`src/rtl/bf16_pkg.sv`:
```
// Shared bfloat16 types, constants and accumulator FSM states
// used by the vector accumulator and its element buffer.
package bf16_pkg;

  typedef struct packed {
    logic       sign;
    logic [7:0] exp;
    logic [6:0] man;
  } bf16_t;

  localparam logic [15:0] BF16_POS_ZERO = 16'h0000;
  localparam logic [15:0] BF16_NEG_ZERO = 16'h8000;

  typedef enum logic [1:0] {
    LOAD,
    WAIT,
    EMIT
  } acc_state_t;

  // Buffered element: data plus end-of-vector marker.
  typedef struct packed {
    logic  last;
    bf16_t data;
  } elem_t;

endpackage

```
`src/rtl/bf16_fifo.sv`:
```
// Small synchronous FIFO, async active-high reset.
// Ports: clk_i, rst_i, push_i/data_i (write), pop_i/data_o (head), full_o, empty_o.
module bf16_fifo #(
  parameter int DEPTH = 4,
  parameter int W     = 17
) (
  input  logic         clk_i,
  input  logic         rst_i,
  input  logic         push_i,
  input  logic [W-1:0] data_i,
  input  logic         pop_i,
  output logic [W-1:0] data_o,
  output logic         full_o,
  output logic         empty_o
);

  localparam int AW = (DEPTH > 1) ? $clog2(DEPTH) : 1;

  logic [AW:0]  wr_q;
  logic [AW:0]  rd_q;
  logic [W-1:0] mem_q [DEPTH];

  // Extra MSB tells a full ring from an empty one.
  assign empty_o = (wr_q == rd_q);
  assign full_o  = (wr_q[AW] != rd_q[AW]) &&
                   (wr_q[AW-1:0] == rd_q[AW-1:0]);
  assign data_o  = mem_q[rd_q[AW-1:0]];

  always_ff @(posedge clk_i or posedge rst_i) begin
    if (rst_i) begin
      wr_q <= '0;
      rd_q <= '0;
    end else begin
      if (push_i && !full_o) wr_q <= wr_q + 1'b1;
      if (pop_i && !empty_o) rd_q <= rd_q + 1'b1;
    end
  end

  always_ff @(posedge clk_i) begin
    if (push_i && !full_o) mem_q[wr_q[AW-1:0]] <= data_i;
  end

endmodule

```
`src/rtl/bf16_vector_accumulator.sv`:
```
// Sequences a free-running multi-cycle bf16 adder to sum element vectors.
// Ports: clock/reset; in_* element stream (valid/ready/last);
// add_a/add_b operands, add_sum/add_ready adder result; out_* vector total + count.
module bf16_vector_accumulator
  import bf16_pkg::*;
#(
  parameter int FIFO_DEPTH = 4,
  parameter int CNT_W      = 8
) (
  input  logic             clock,
  input  logic             reset,
  input  logic             in_valid,
  output logic             in_ready,
  input  logic [15:0]      in_data,
  input  logic             in_last,
  output logic [15:0]      add_a,
  output logic [15:0]      add_b,
  input  logic [15:0]      add_sum,
  input  logic             add_ready,
  output logic             out_valid,
  input  logic             out_ready,
  output logic [15:0]      out_data,
  output logic [CNT_W-1:0] out_count
);

  acc_state_t state_q, state_d;
  logic [15:0]      acc_q, acc_d;
  logic [CNT_W-1:0] cnt_q, cnt_d;
  logic             last_q, last_d;
  logic [15:0]      add_a_q, add_a_d;
  logic [15:0]      add_b_q, add_b_d;
  logic             ov_q, ov_d;
  logic [15:0]      od_q, od_d;
  logic [CNT_W-1:0] oc_q, oc_d;

  elem_t            head;
  logic             full;
  logic             empty;
  logic             push;
  logic             pop;
  logic [CNT_W-1:0] cnt_inc;

  assign in_ready  = !full;
  assign push      = in_valid && !full;
  assign add_a     = add_a_q;
  assign add_b     = add_b_q;
  assign out_valid = ov_q;
  assign out_data  = od_q;
  assign out_count = oc_q;

  bf16_fifo #(
    .DEPTH (FIFO_DEPTH),
    .W     ($bits(elem_t))
  ) u_fifo (
    .clk_i   (clock),
    .rst_i   (reset),
    .push_i  (push),
    .data_i  ({in_last, in_data}),
    .pop_i   (pop),
    .data_o  (head),
    .full_o  (full),
    .empty_o (empty)
  );

  assign cnt_inc = (cnt_q == '1) ? cnt_q : cnt_q + 1'b1;

  always_comb begin
    state_d = state_q;
    acc_d   = acc_q;
    cnt_d   = cnt_q;
    last_d  = last_q;
    add_a_d = add_a_q;
    add_b_d = add_b_q;
    ov_d    = ov_q;
    od_d    = od_q;
    oc_d    = oc_q;
    pop     = 1'b0;
    unique case (state_q)
      LOAD: begin
        // An add_ready with nothing buffered lets a stale pass go by.
        if (add_ready && !empty) begin
          add_a_d = acc_q;
          add_b_d = head.data;
          last_d  = head.last;
          pop     = 1'b1;
          state_d = WAIT;
        end
      end
      WAIT: begin
        if (add_ready) begin
          acc_d = add_sum;
          cnt_d = cnt_inc;
          if (last_q) begin
            ov_d    = 1'b1;
            od_d    = add_sum;
            oc_d    = cnt_inc;
            state_d = EMIT;
          end else if (!empty) begin
            // Chain straight into the next pass on the same pulse.
            add_a_d = add_sum;
            add_b_d = head.data;
            last_d  = head.last;
            pop     = 1'b1;
          end else begin
            state_d = LOAD;
          end
        end
      end
      EMIT: begin
        if (out_ready) begin
          ov_d    = 1'b0;
          acc_d   = BF16_POS_ZERO;
          cnt_d   = '0;
          state_d = LOAD;
        end
      end
      default: state_d = LOAD;
    endcase
  end

  always_ff @(posedge clock or posedge reset) begin
    if (reset) begin
      state_q <= LOAD;
      acc_q   <= BF16_POS_ZERO;
      cnt_q   <= '0;
      last_q  <= 1'b0;
      add_a_q <= '0;
      add_b_q <= '0;
      ov_q    <= 1'b0;
      od_q    <= '0;
      oc_q    <= '0;
    end else begin
      state_q <= state_d;
      acc_q   <= acc_d;
      cnt_q   <= cnt_d;
      last_q  <= last_d;
      add_a_q <= add_a_d;
      add_b_q <= add_b_d;
      ov_q    <= ov_d;
      od_q    <= od_d;
      oc_q    <= oc_d;
    end
  end

endmodule

```
`config.mk`:
```
export PLATFORM = sky130hd
export DESIGN_NAME = bf16_vector_accumulator
export DESIGN_NICKNAME = d
export VERILOG_FILES = /design/src/rtl/bf16_pkg.sv /design/src/rtl/bf16_fifo.sv /design/src/rtl/bf16_vector_accumulator.sv
export SDC_FILE = /design/constraint.sdc
export NUM_CORES = 1
export LEC_CHECK = 0
export BUFFER_PORTS_ARGS = -buffer_cell sky130_fd_sc_hd__buf_2
export CAP_MARGIN = 25
export CELL_PAD_IN_SITES_DETAIL_PLACEMENT = 1
export CELL_PAD_IN_SITES_GLOBAL_PLACEMENT = 2
export CORE_MARGIN = 1.5
export CORE_UTILIZATION = 36
export DETAILED_ROUTE_END_ITERATION = 10
export GPL_ROUTABILITY_DRIVEN = 0
export PLACE_DENSITY = 0.8
export SLEW_MARGIN = 25
export SYNTH_ARGS = -nofsm -noshare
export SYNTH_HDL_FRONTEND = slang
export SYNTH_SLANG_ARGS = --single-unit
```
`constraint.sdc`:
```
create_clock -name clock -period 2.9 [get_ports clock]
set_input_delay 0.435 -clock clock [delete_from_list [all_inputs] [get_ports clock]]
set_output_delay 0.435 -clock clock [all_outputs]
set_load 0.005 [all_outputs]
```
==> results.ini, run 1 <==
[layout]
syn2layout_area_growth_pct=20.6
design_area_um2=7690
fin_util_pct=44.5
mostFrequentLayoutCell=buf_2
nets=555
diodes=0
final_cell_count_no_fill=749
drive_above_1_share_pct=36.8
final_cell_mix=95 x buf_2, 90 x dfrtp_1, 68 x edfxtp_1

[power_and_ir_drop]
power_mw=8.46
leakagePower_nw=3.26
pwr_density_cell_nw_per_um2=1100
ir_drop_mv=0.592

[yosys]
syn_area_per_cell_um2=15.6
syn_inst=409
ys_types=47
syn-cell-area_um2=6380
ys_async_sr_fraction_pct=57.0
synth_seq_cells=158
synthesis.nets=453
synth_edf_count=68
yosysSeqAreaShare_pct=67.3
yosys_warnings=0
synth-main-ff-cell=dfrtp_1

[clock_tree]
clk_pin_slew_worst_paths_ns=0.06
tritoncts=built
clk_latency_ns=0.43
clk_path_buf_depth=2
cts.hold.buffers_added=0
post_cts.repair.setup_buffers=0
cts_max_level=4
cts_buffers=17
cts_sinks=158
cts.repair.resized=0
clockRootBuffer=clkbuf_16

[detailed_routing]
vias=3757
firstDrtPassIters=4
viasPerCell=5.02
drt_iter0_markers=106
drc_errors=0
wl_per_cell_um=18.2
wirelength_um=13600
antenna_left=0

[place]
place_ws_ns=0.880
dp_hpwl_um=8640
numPortBuffers=95
dpl.cell_count=717
placed_area_um2=7100

[timing]
finalHoldViolCount=0
whs_ns=0.0790
setup_tns_ns=0
drv_slew=0
setup_violations=0
fin_ws_ns=0.839
relSlewSlack_pct=45.2
fin_skew_ns=0.0116
rsz0062_at_grt=false
tightestPinTransition_ns=0.822
finalCriticalPeriod_ns=2.06
finalCritPeriodShare_pct=71.1
fmax_ghz=0.485

[critical_path]
crit_arrival_ns=1.63
critPathBufInv=2
crit_chain=buf_4 > xnor2_1 > nand3_1 > buf_2
end_kind=primary output
critPathKind=flop to primary output
required_ns=2.47
path_max_fanout=20
crit_path_top_delay_cell=dfrtp_1
slowest_delay_ns=0.39
cp-start-kind=flop
cpLargestDelayFamily=buffers and inverters

[die]
placementRows=48
dieArea_um2=18500
io-pin-count=96
start_util_pct=36.9
dieWidth_um=136
dieHeight_um=136
design.core.area_um2=17300

[grt]
grt.total_usage_pct=16.0
grt_pass1_wl_um=21900
antenna_found_initial=0
grt_max_degree=52
grt_overflow=0
grt_pass1_vias=4081

[hold_path]
hp-class=primary input to async pin

[job]
cap_viol_max_count=0

[outcome]
status=completed

==> layout make-up <==
cell class                      count  area, um^2
Timing Repair Buffer              105         563
Multi-Input combinational cell    223        1940
Sequential cell                   158        4290
Clock inverter                     14         159
Inverter                            6        25.0
Clock buffer                       18         429
Fill cell                        1762        9610
Tap cell                          225         282
==> report_power, final <==
group / switching, mW / total, mW / internal [mW]
registers: 0.420 / 3.56 / 3.14
logic: 1.36 / 2.69 / 1.33
clock network: 0.931 / 2.21 / 1.28
==> worst paths after layout <==
kind | depth (start not counted) | end | slack, ns | start
setup / recovery | 4 | in_ready | 0.84 | u_fifo.rd_q[1]
max in group asynchronous | 3 | cnt_q[3] | 2.14 | reset
hold / removal | 2 | out_valid | 0.08 | reset
hold reg to reg | 1 | out_count[3] | 0.47 | out_count[3]
setup reg to reg | 4 | add_b[14] | 0.90 | u_fifo.wr_q[1]
min in group clock | 1 | u_fifo.mem_q[1][4] | 0.22 | in_data[4]
==> registers in the layout (all words and copies together) (netlist names) <==
register / flops
u_fifo.mem_q: 68
out_data: 16
state_q: 2
add_b: 16
u_fifo.wr_q: 3
add_a: 16
out_count: 8
u_fifo.rd_q: 3
cnt_q: 8
out_valid: 1
last_q: 1
acc_q: 16
==> kinds of logic after synthesis <==
| kind of cell | count (synthesis) | synth area share (%) |
|---|---|---|
| and+or+nand+nor | 71 | 5.79 |
| muxes | 69 | 14.8 |
| xor gates and xnor gates | 10 | 1.49 |
| buffers and inverters | 28 | 2.26 |
| adders and majority gates | 6 | 1.18 |
| AOI/OAI and AO/OA | 67 | 7.12 |
| DFF | 158 | 67.3 |
==> routing by layer <==
layer,routed length (um),vias up,global-route usage (%),share of wire [%]
li1,-,1736,-,-
met1,5910,1916,19.2,43
met2,6860,91,26.9,50
met3,679,14,5.44,5.0
met4,155,0,5.32,1.1
met5,0,-,0,0
==> synth_stat cells (all sizes together), types with 3 or more instances <==
cell type / n / share of area [%]
edfxtp: 68 / 32
nor2: 8 / 0.51
nand2: 31 / 1.9
dfrtp: 90 / 35
mux4: 17 / 6.0
o21ai: 30 / 2.4
and3: 3 / 0.29
buf: 13 / 1.4
a22o: 16 / 2.2
a21oi: 8 / 0.63
mux2: 34 / 6.0
ha: 6 / 1.2
xnor2: 5 / 0.69
xor2: 5 / 0.80
clkbuf: 9 / 0.55
nand2b: 3 / 0.29
and2: 7 / 0.69
mux2i: 18 / 2.8
nand3: 7 / 0.55
a31oi: 3 / 0.39
inv: 6 / 0.35
Note: power is estimated with default switching activity, not from simulation.
==> run 2: changes to the inputs <==
==> constraint.sdc (replaced) <==
create_clock -name clock -period 1.8 [get_ports clock]
set_input_delay 0.27 -clock clock [delete_from_list [all_inputs] [get_ports clock]]
set_output_delay 0.27 -clock clock [all_outputs]
set_load 0.005 [all_outputs]
==> run 2 against run 1 <==
- final cell count up 1.2%
- die area unchanged
- sequential cell count unchanged
- sequential power up 62%
- critical path depth unchanged
- largest cell class unchanged
- first-iteration DRC count up 36%
- cell area up 3.2%
- critical path type is now flop to flop
- combinational power up 76%
- largest power group unchanged
==> results.ini, run 2 (same netlist as run 1, synthesis figures left out) <==
[outcome]
status=completed  ; unchanged

[timing]
fmax_ghz=0.578
finalCritPeriodShare_pct=96.2
drv_slew=0  ; unchanged
rsz0062_at_grt=true  ; was false
relSlewSlack_pct=68.4  ; was 45.2%
fin_skew_ns=0.00729  ; was 0.0116 ns
setup_tns_ns=0  ; unchanged
finalHoldViolCount=0  ; unchanged
finalCriticalPeriod_ns=1.73
tightestPinTransition_ns=0.473  ; was 0.822 ns
setup_violations=0  ; unchanged

[layout]
final_cell_count_no_fill=758  ; was 749
largest_reg_flops=68  ; unchanged
design_area_um2=7940  ; was 7690 um^2
syn2layout_area_growth_pct=24.5  ; was 20.6%
drive_above_1_share_pct=39.2  ; was 36.8%
nets=564  ; was 555
fin_util_pct=45.9  ; was 44.5%
diodes=0  ; unchanged
fillers=1754  ; was 1762
final_cell_mix=95 x buf_2, 90 x dfrtp_1, 68 x edfxtp_1  ; unchanged
mostFrequentLayoutCell=buf_2  ; unchanged
multi_input_area_um2=1960  ; was 1940 um^2
seq_area_um2=4290  ; unchanged

[clock_tree]
cts_max_level=4  ; unchanged
cts_buffers=17  ; unchanged
clockRootBuffer=clkbuf_16  ; unchanged
clk_latency_ns=0.42  ; was 0.43 ns
cts_sinks=158  ; unchanged
post_cts.repair.setup_buffers=0  ; unchanged
clk_path_buf_depth=2  ; unchanged
tritoncts=built  ; unchanged
clk_pin_slew_worst_paths_ns=0.06  ; about the same

[place]
numPortBuffers=95  ; unchanged
dp_hpwl_um=8730  ; was 8640 um
dpl.cell_count=725  ; was 717
placed_area_um2=7270  ; was 7100 um^2

[die]
dieArea_um2=18500  ; unchanged
dieHeight_um=136  ; unchanged
placementRows=48  ; unchanged
start_util_pct=36.9  ; unchanged
dieWidth_um=136  ; unchanged
io-pin-count=96  ; unchanged
design.core.area_um2=17300  ; unchanged

[detailed_routing]
antenna_left=0  ; unchanged
drt_iter0_markers=144  ; was 106
viasPerCell=5.10  ; was 5.02
wl_per_cell_um=18.4  ; was 18.2 um
wirelength_um=14000  ; was 13600 um
drc_errors=0  ; unchanged
firstDrtPassIters=4  ; unchanged
vias=3869  ; was 3757

[critical_path]
cp-start-kind=flop  ; unchanged
critPathBufInv=1  ; was 2
crit_chain=xor2_2 > o311ai_4 > buf_12 > mux2_2  ; was buf_4 > xnor2_1 > nand3_1 > buf_2
path_max_fanout=28  ; was 20
crit_arrival_ns=2.04  ; was 1.63 ns
required_ns=2.11  ; was 2.47 ns
r2r_slack_ns=0.07  ; was 0.90 ns
slowest_delay_ns=0.42  ; was 0.39 ns
cpLargestDelayFamily=flip-flops  ; was buffers and inverters
end_kind=flop  ; was primary output
crit_path_top_delay_cell=dfrtp_1  ; unchanged
critPathKind=flop to flop  ; was flop to primary output

[grt]
grt_pass1_wl_um=22300  ; was 21900 um
grt_overflow=0  ; unchanged
grt_max_degree=81  ; was 52
antenna_found_initial=0  ; unchanged
grt_pass1_vias=4231  ; was 4081
grt.total_usage_pct=16.2  ; was 16.0%

[power_and_ir_drop]
pwr_density_cell_nw_per_um2=1810  ; was 1100 nW/um^2
leakagePower_nw=3.37  ; was 3.26 nW
ir_drop_mv=1.05  ; was 0.592 mV
power_mw=14.4  ; was 8.46 mW

[job]
cap_viol_max_count=0  ; unchanged

[hold_path]
hp-class=primary input to flop  ; was primary input to async pin

-- run 2: changes by cell type in the layout (fill, tap and decap cells not counted), moves of 2 or more --
| cell | change |
|---|---|
| buf_12 | +8 |
| bufinv_16 | +2 |
| and2_2 | +5 |
| and2_1 | -5 |
-- run 2: layout make-up --
type / count / area share (%)
inverters: 6 / 0.331
well taps: 225 / 3.55
clock buffers: 18 / 5.53
clock inverters: 14 / 2.60
multi-input cells: 223 / 24.7
repair buffers: 114 / 9.24
flip-flops and latches: 158 / 54.1
-- run 2: metal layers --
metal	share of wire (%)	GRT usage (%)	vias to the layer above
met3	4.0	3.50	18
met5	0	0	-
met2	50	27.1	86
li1	-	-	1764
met4	1.5	6.32	0
met1	44	20.4	2001
-- run 2: report_power, final --
part	switching [mW]	total (mW)	internal (mW)
combinational	2.31	4.74	2.43
sequential	0.698	5.76	5.06
clock	1.52	3.91	2.39
-- run 2: timing repair --
action | CTS | global route
hold buffers | 1 | 0
resized for setup | 0 | 3
hold endpoints to repair | 10 | 0
setup endpoints to repair | 0 | 3
-- run 2: stage by stage --
stage               hold WS [ns]  setup slack [ns]
CTS                       0.0428            0.0316
detailed placement         0.242            0.0956
global route              0.0498           -0.0150
floorplan                  0.369            0.0802
finish                    0.0580            0.0687
global placement           0.238             0.137
-- run 2: path summary, 6_finish.rpt --
kind | startpoint | endpoint | cells past startpoint
setup / recovery | u_fifo.wr_q[2] | add_b[6] | 4
hold / removal | in_data[3] | u_fifo.mem_q[1][3] | 1
setup reg to reg | u_fifo.wr_q[2] | add_b[6] | 4
hold reg to reg | out_count[2] | out_count[2] | 2
max in group asynchronous | reset | out_data[11] | 4
min in group asynchronous | reset | out_count[2] | 3
==> run 3: changes to the inputs <==
==> constraint.sdc (replaced) <==
create_clock -name clock -period 1.8 [get_ports clock]
set_input_delay 0.18 -clock clock [delete_from_list [all_inputs] [get_ports clock]]
set_output_delay 0.18 -clock clock [all_outputs]
set_load 0.005 [all_outputs]
==> run 3 against run 2 <==
- final cell count increased by 2.5%
- via count increased by 0.98%
- die area unchanged
- highest routed layer unchanged
- count of clock-buffer cells in the layout unchanged
- critical path depth unchanged
- global-route usage decreased by 0.20 points
- critical path type unchanged
- sequential power about the same
==> results.ini, run 3 (same netlist as run 1, synthesis figures left out) <==
[outcome]
status=completed  ; unchanged

[critical_path]
end_kind=flop  ; unchanged
crit_arrival_ns=1.85  ; was 2.04 ns
crit_start=u_fifo.wr_q[0]  ; was u_fifo.wr_q[2]
path_max_fanout=18  ; was 28
required_ns=1.92  ; was 2.11 ns
reg2reg_from=u_fifo.wr_q[0]  ; was u_fifo.wr_q[2]
critPathKind=flop to flop  ; unchanged
rr_endpoint=u_fifo.mem_q[3][2]  ; was add_b[6]
r2r_slack_ns=0.07  ; about the same
cp-start-kind=flop  ; unchanged
rr_worst_depth=4  ; unchanged
critPathCapture=u_fifo.mem_q[3][2]  ; was add_b[6]

[timing]
rsz0062_at_grt=true  ; unchanged
finalCriticalPeriod_ns=1.73  ; about the same
whs_ns=0.0248  ; was 0.0580 ns
finalCritPeriodShare_pct=96.2  ; about the same
relSlewSlack_pct=64.9  ; was 68.4%
drv_slew=0  ; unchanged
setup_violations=0  ; unchanged
fmax_ghz=0.578  ; about the same
fin_skew_ns=0.00893  ; was 0.00729 ns
setup_tns_ns=0  ; unchanged
tightestPinTransition_ns=0.526  ; was 0.473 ns
finalHoldViolCount=0  ; unchanged

[clock_tree]
clk_pin_slew_worst_paths_ns=0.06  ; about the same
clockRootBuffer=clkbuf_16  ; unchanged
clk_latency_ns=0.42  ; about the same
cts_buffers=17  ; unchanged
post_cts.repair.setup_buffers=0  ; unchanged
clk_path_buf_depth=2  ; unchanged
cts_sinks=158  ; unchanged
cts_max_level=4  ; unchanged
tritoncts=built  ; unchanged

[detailed_routing]
wl_per_cell_um=17.8  ; was 18.4 um
vias=3907  ; was 3869
antenna_left=0  ; unchanged
drt_iter0_markers=135  ; was 144
viasPerCell=5.03  ; was 5.10
wirelength_um=13800  ; was 14000 um
drc_errors=0  ; unchanged
firstDrtPassIters=4  ; unchanged

[layout]
nets=583  ; was 564
largest_reg_flops=68  ; unchanged
final_cell_mix=95 x buf_2, 90 x dfrtp_1, 68 x edfxtp_1  ; unchanged
final_cell_count_no_fill=777  ; was 758
seq_area_um2=4290  ; unchanged
multi_input_area_um2=1950  ; was 1960 um^2
drive_above_1_share_pct=37.3  ; was 39.2%
diodes=0  ; unchanged
mostFrequentLayoutCell=buf_2  ; unchanged
syn2layout_area_growth_pct=26.2  ; was 24.5%
fillers=1740  ; was 1754

[place]
dpl.cell_count=726  ; was 725
dp_hpwl_um=8800  ; was 8730 um
numPortBuffers=95  ; unchanged

[die]
dieHeight_um=136  ; unchanged
design.core.area_um2=17300  ; unchanged
start_util_pct=36.9  ; unchanged
io-pin-count=96  ; unchanged
dieWidth_um=136  ; unchanged
dieArea_um2=18500  ; unchanged
placementRows=48  ; unchanged

[grt]
grt_overflow=0  ; unchanged
grt_pass1_wl_um=21900  ; was 22300 um
grt.total_usage_pct=16.0  ; was 16.2%
grt_pass1_vias=4193  ; was 4231
antenna_found_initial=0  ; unchanged
grt_max_degree=91  ; was 81

[hold_path]
hp-class=primary input to flop  ; unchanged

[power_and_ir_drop]
power_mw=14.0  ; was 14.4 mW
ir_drop_mv=1.18  ; was 1.05 mV
leakagePower_nw=3.42  ; was 3.37 nW
pwr_density_cell_nw_per_um2=1750  ; was 1810 nW/um^2

[job]
cap_viol_max_count=0  ; unchanged

## run 3: cell count changes in the layout (fill, tap and decap cells not counted), sizes merged
cell         change
clkinvlp         -1
dlygate4sd3     +18
inv              -2
clkinv           +4
bufinv           -1
buf              +1
## run 3: per-layer routing
metal / GRT usage [%] / up-vias / routed length, um
met5: 0 / - / 0
met4: 5.14 / 0 / 191
met3: 4.55 / 21 / 594
met2: 27.0 / 96 / 6870
met1: 19.7 / 1994 / 6140
li1: - / 1796 / -
## run 3: area by class of cell
cell class	instances	area share (%)
flip-flops and latches	158	53.3
inverters	6	0.326
repair buffers	133	11.3
well taps	225	3.50
multi-input cells	223	24.2
clock buffers	18	5.33
clock inverters	14	2.05
## run 3: how the worst min path moves through the flow
stage	start	end	depth (start not counted)
after detailed placement	reset	out_count[1]	3
after global placement	reset	out_count[1]	3
after CTS	add_sum[2]	acc_q[2]	2
after floorplan	in_data[0]	u_fifo.mem_q[0][0]	0
after global routing	add_sum[2]	acc_q[2]	2
final	add_sum[2]	acc_q[2]	2
## run 3: what timing repair did
item,CTS,global route
resized for setup,0,1
hold buffers,19,0
endpoints found under the setup margin,0,73
hold endpoints to repair,159,0
## run 3: per-stage QoR
step	setup slack, ns	util [%]	area (um^2)
after global routing	-0.0327	46.5	8050
after global placement	0.138	42.0	7260
final	0.0688	46.5	8050
after detailed placement	0.0628	42.0	7260
after CTS	0.0544	46.5	8050
after floorplan	0.0802	-	6390
## run 3: power breakdown
| part | leakage (nW) | internal (mW) | switching (mW) |
|---|---|---|---|
| logic | 1.39 | 2.42 | 2.26 |
| clock network | 0.292 | 2.18 | 1.44 |
| registers | 1.74 | 5.06 | 0.686 |
## run 3: critical path, stage by stage (launching register included)
cell	delay, ns
dfrtp_1	0.45
xnor2_1	0.19
a31oi_2	0.38
and2_2	0.24
buf_12	0.17
